`config.mk`:
```
export PLATFORM = sky130hd
export DESIGN_NAME = alu_result_stage
export DESIGN_NICKNAME = d
export VERILOG_FILES = /design/src/rtl/alu_result_stage.sv
export SDC_FILE = /design/constraint.sdc
export NUM_CORES = 1
export LEC_CHECK = 0
export BUFFER_PORTS_ARGS = -buffer_cell sky130_fd_sc_hd__buf_2
export CORE_ASPECT_RATIO = 0.5
export CORE_MARGIN = 2
export CORE_UTILIZATION = 55
export CTS_CLUSTER_SIZE = 40
export DETAILED_ROUTE_END_ITERATION = 8
export PLACE_DENSITY = 0.8
export SYNTH_ARGS = -nofsm -noshare
export SYNTH_HDL_FRONTEND = slang
export SYNTH_SLANG_ARGS = --single-unit
```
`constraint.sdc`:
```
create_clock -name clk -period 2.3 [get_ports clk]
set_clock_uncertainty 0.2 [all_clocks]
set_input_delay 0.345 -clock clk [delete_from_list [all_inputs] [get_ports clk]]
set_output_delay 0.345 -clock clk [all_outputs]
set_load 0.05 [all_outputs]
```
`src/rtl/alu_result_stage.sv`:
```
// -----------------------------------------------------------------------------
// alu_result_stage
//
// Registered output stage behind the ALU operation units. Each ALU result
// (with carry and op tag) is captured through a valid/ready handshake into a
// 2-entry FIFO. Zero/negative/parity flags are computed once at capture and
// stored with the entry. A sticky carry flag and a saturating count of
// delivered results are kept for status reporting.
//
// Ports:
//   clk, rst_n           clock, asynchronous active-low reset
//   in_valid/in_ready    producer handshake
//   in_result/in_carry   ALU result (2*WIDTH bits) and carry_out
//   in_op                opaque 2-bit op tag carried with the result
//   out_valid/out_ready  consumer handshake
//   out_result/out_carry/out_op  head entry (all zero when empty)
//   out_zero/out_neg/out_parity  flags stored with the head entry
//   clr_status           synchronous clear of sticky_carry and done_count
//   sticky_carry         set once any delivered entry had carry = 1
//   done_count           number of delivered entries, saturating
// -----------------------------------------------------------------------------
module alu_result_stage #(
    parameter int WIDTH = 4,
    parameter int CNT_W = 8
) (
    input  logic                 clk,
    input  logic                 rst_n,
    input  logic                 in_valid,
    output logic                 in_ready,
    input  logic [2*WIDTH-1:0]   in_result,
    input  logic                 in_carry,
    input  logic [1:0]           in_op,
    output logic                 out_valid,
    input  logic                 out_ready,
    output logic [2*WIDTH-1:0]   out_result,
    output logic                 out_carry,
    output logic [1:0]           out_op,
    output logic                 out_zero,
    output logic                 out_neg,
    output logic                 out_parity,
    input  logic                 clr_status,
    output logic                 sticky_carry,
    output logic [CNT_W-1:0]     done_count
);

    localparam int RW = 2 * WIDTH;
    localparam logic [CNT_W-1:0] CNT_ONE = CNT_W'(1);
    localparam logic [CNT_W-1:0] CNT_MAX = '1;

    typedef struct packed {
        logic [RW-1:0] result;
        logic          carry;
        logic [1:0]    op;
        logic          zero;
        logic          neg;
        logic          parity;
    } entry_t;

    entry_t     mem [2];
    logic       wr_ptr;
    logic       rd_ptr;
    logic [1:0] count;
    logic       push;
    logic       pop;
    entry_t     in_entry;
    entry_t     head;

    // Handshake depends only on registered occupancy, so there is no
    // combinational path from out_ready to in_ready.
    assign in_ready  = (count != 2'd2);
    assign out_valid = (count != 2'd0);
    assign push      = in_valid && in_ready;
    assign pop       = out_valid && out_ready;

    // Flags are derived from the incoming result and frozen with the entry.
    always_comb begin
        // NOTE: every field gets a value on every path; a missing assignment
        // in a combinational block would infer a latch.
        in_entry        = '0;
        in_entry.result = in_result;
        in_entry.carry  = in_carry;
        in_entry.op     = in_op;
        in_entry.zero   = (in_result == '0);
        in_entry.neg    = in_result[RW-1];
        in_entry.parity = ^in_result;
    end

    // Empty FIFO presents all-zero data rather than a stale entry.
    assign head       = out_valid ? mem[rd_ptr] : '0;
    assign out_result = head.result;
    assign out_carry  = head.carry;
    assign out_op     = head.op;
    assign out_zero   = head.zero;
    assign out_neg    = head.neg;
    assign out_parity = head.parity;

    // NOTE: the storage is only two entries, so it is reset like ordinary
    // flops; this guarantees all-zero contents straight out of reset.
    always_ff @(posedge clk or negedge rst_n) begin
        if (!rst_n) begin
            mem[0] <= '0;
            mem[1] <= '0;
        end else if (push) begin
            // NOTE: non-blocking assignments for all clocked state so every
            // register samples pre-edge values regardless of block order.
            mem[wr_ptr] <= in_entry;
        end
    end

    // Pointers are 1 bit wide, so increment wraps modulo 2 naturally.
    always_ff @(posedge clk or negedge rst_n) begin
        if (!rst_n) begin
            wr_ptr <= 1'b0;
            rd_ptr <= 1'b0;
            count  <= 2'd0;
        end else begin
            if (push) wr_ptr <= ~wr_ptr;
            if (pop)  rd_ptr <= ~rd_ptr;
            case ({push, pop})
                2'b10:   count <= count + 2'd1;
                2'b01:   count <= count - 2'd1;
                default: count <= count;
            endcase
        end
    end

    // A pop in the same cycle as clr_status is not lost: the clear discards
    // history, then the pop's contribution is applied on top of it.
    always_ff @(posedge clk or negedge rst_n) begin
        if (!rst_n) begin
            sticky_carry <= 1'b0;
            done_count   <= '0;
        end else if (pop) begin
            if (clr_status) begin
                sticky_carry <= head.carry;
                done_count   <= CNT_ONE;
            end else begin
                sticky_carry <= sticky_carry | head.carry;
                if (done_count != CNT_MAX) done_count <= done_count + CNT_ONE;
            end
        end else if (clr_status) begin
            sticky_carry <= 1'b0;
            done_count   <= '0;
        end
    end

endmodule

```
==> metrics.cfg <==
[global_route]
groute.usage.overall_pct=19.7
global_route_wire_length_before_repair_um=6330
first_global_vias=1303
antenna_found_initial=0
grt_max_degree=40
globalRouteOverflowTotal=0

[clock_network]
ctsLongestPathBuffers=2
clk_transition_reported_paths_ns=0.07
tritoncts.num_buffers=5
root_buffer=clkbuf_8
cts_hold_repair.buffers=0
htreeDepth=2
post_cts.repair.setup_buffers=0
tritoncts_sink_count=39
cts_tree=built
insertion_delay_ns=0.28

[placed_design]
place.detailed.hpwl_um=2730
routabilityCongestion=0.878
numPlacedInstances=253
io_buffer_count=40

[floorplanning]
core_area_sq_um=3530
die_h_um=47.5
start_util_pct=59.1
die_x_um=91.1
ios=41
placement_rows=15
die-area_sq_um=4330

[power]
post-layout-total-power_mw=3.84
power_density_cells_nw_per_um2=1600
p_leak_nw=1.26
ir_worst_vdd_mv=0.840

[timing]
slew_violations=0
fin_crit_sh_pct=88.9
setup_violations=0
hold_ws_ns=-0.0331
setup_tns_ns=0
timing_worst_slew_pin_value_ns=0.840
rsz0062_at_grt=false
max_freq_mhz=489
max_slew_margin_pct=44.0
timing.final.crit_period_ns=2.05
final_hold_vios=39

[run]
cap_viol_max_count=0

[critical_path]
largest_stage_delay_on_the_critical_path_ns=0.50
critPathSlowestCell=dfrtp_1
startpoint=count[1]
path_cells=nor2_1 -> buf_4 -> nor2_1 -> buf_2
critPathKind=flop to output pin
critPathTopFamily=flip-flops
ff2ff_path_depth=5
arrival_ns=1.50
critical_path.reg2reg.startpoint=count[1]
worst_setup_path_start_kind=flop
reg2reg_to=count[1]
register_to_register_path_setup_slack_ns=0.41
timing.critical_path.to_type=output pin
worstPathBufferInverterCount=2
critical_path.max_fanout=8
worst-endpoint-required_ns=1.75
path_common_cell=nor2_1

[logic_synthesis]
number_of_synthesized_flops_with_an_enable_pin=0
synth_largest_area_cell=dfrtp_1
synth.most_common_cell=dfrtp_1
syn-cell-area_sq_um=2090
netlist_instances=169
synth_seq_cells=39
mappedNetlistNets=191
synthTopCellsByArea=dfrtp_1 (47%), mux2_4 (14%), mux2i_1 (6.7%)
synth_async_sr_flop_share_pct=100
ys.flop_type=dfrtp_1
ys_top_cells_by_count=dfrtp_1 (39), mux2_4 (20), nor2_1 (17)
yosysUniqueCellTypes=40
yosysSeqAreaShare_pct=46.8
syn_avg_cell_area_sq_um=12.3
synth_top_cell_area_share_pct=46.8
synthesis.yosys.warnings=0

[detailed_routing]
drt-total-wl_um=3860
post-route-drc-count=0
drt_iter0_drc=42
routed_via_density=5.37
post_drt_wl_per_cell_um=14.9
drt_pre_antenna_iters=4
number_of_nets_still_failing_antenna_checks_after_routing=0
routed-via-count=1397

[layout]
area_growth_pct=14.8
final_cells=260
fin_nets=231
final_layout_size_suffix_gt1_share_pct=39.7
num_antenna_cells=0
n_fill_cell=287

[hold_path]
min_path_type=input port to asynchronous set/reset pin

[run_status]
status=complete, but fails checks
failing_checks=negative hold slack

[layout by cell type, fill, tap and decap left out, drive strengths merged, types with 2 or more instances in the layout]
master,synthesis,routed
buf,6,42
dfrtp,39,39
mux2,27,27
nor2,17,17
inv,16,16
mux2i,14,14
xnor2,6,6
ha,6,6
clkbuf,3,6
nand2,4,4
a211oi,4,4
a21oi,3,3
and4,2,2
o41ai,2,2
xor2,2,2
nand3,2,2
[power breakdown]
part	leakage, nW	switching, mW	internal (mW)
registers	0.478	0.271	0.971
clock network	0.0470	0.225	0.235
logic	0.731	1.34	0.796
total	1.26	1.83	2.00
[cells by family after synthesis]
logic type / after synthesis / synth area share (%)
muxes: 41 / 24.9
DFF: 39 / 46.8
and+or+nand+nor: 31 / 7.74
buffers and inverters: 25 / 5.76
AOI/OAI and AO/OA: 19 / 7.86
xor gates and xnor gates: 8 / 3.36
adders and majority gates: 6 / 3.60
[flip-flops by register name, indices dropped and copies added (netlist names)]
name / cells
sticky_carry: 1
count: 2
done_count: 8
rd_ptr: 1
mem: 26
wr_ptr: 1
[repair_timing]
item | in CTS | in global routing
endpoints found under the hold margin | 0 | 0
setup endpoints to repair | 0 | 12
gates resized for setup | 0 | 1
[layout make-up]
class / count / area (sq um) / area share (%)
clock buffer: 6 / 82.6 / 3.45
clock inverter: 1 / 5.00 / 0.209
inverter: 16 / 60.1 / 2.51
multi-input combinational: 105 / 990 / 41.3
sequential: 39 / 977 / 40.8
tap: 51 / 63.8 / 2.67
timing repair buffer: 42 / 215 / 8.99
[metrics by stage]
stage	area, sq um	util (%)	hold WS, ns	worst slack, ns
floorplan	2090	-	-0.151	0.132
global placement	2300	65.3	0.287	0.354
detailed placement	2300	65.3	0.296	0.334
CTS	2390	67.8	0.00306	0.0294
global route	2390	67.8	0.0468	0.176
finish	2390	67.8	-0.0331	0.255
[worst max-delay path by stage]
stage                         end  slack, ns  cells past startpoint
floorplan           out_result[7]       0.13                      3
global placement        out_carry       0.35                      3
detailed placement      out_carry       0.33                      3
CTS                     out_carry       0.03                      3
global route           out_parity       0.18                      3
finish                  out_carry       0.25                      4
[layer usage]
metal,GRT usage (%),wire [um],up-vias,part of all wire [%]
met5,0,0,-,0
li1,-,-,672,-
met4,7.27,35,0,0.91
met2,34.7,1780,26,46
met3,5.35,157,2,4.1
met1,24.7,1890,697,49
(Power assumes the default switching activity.)
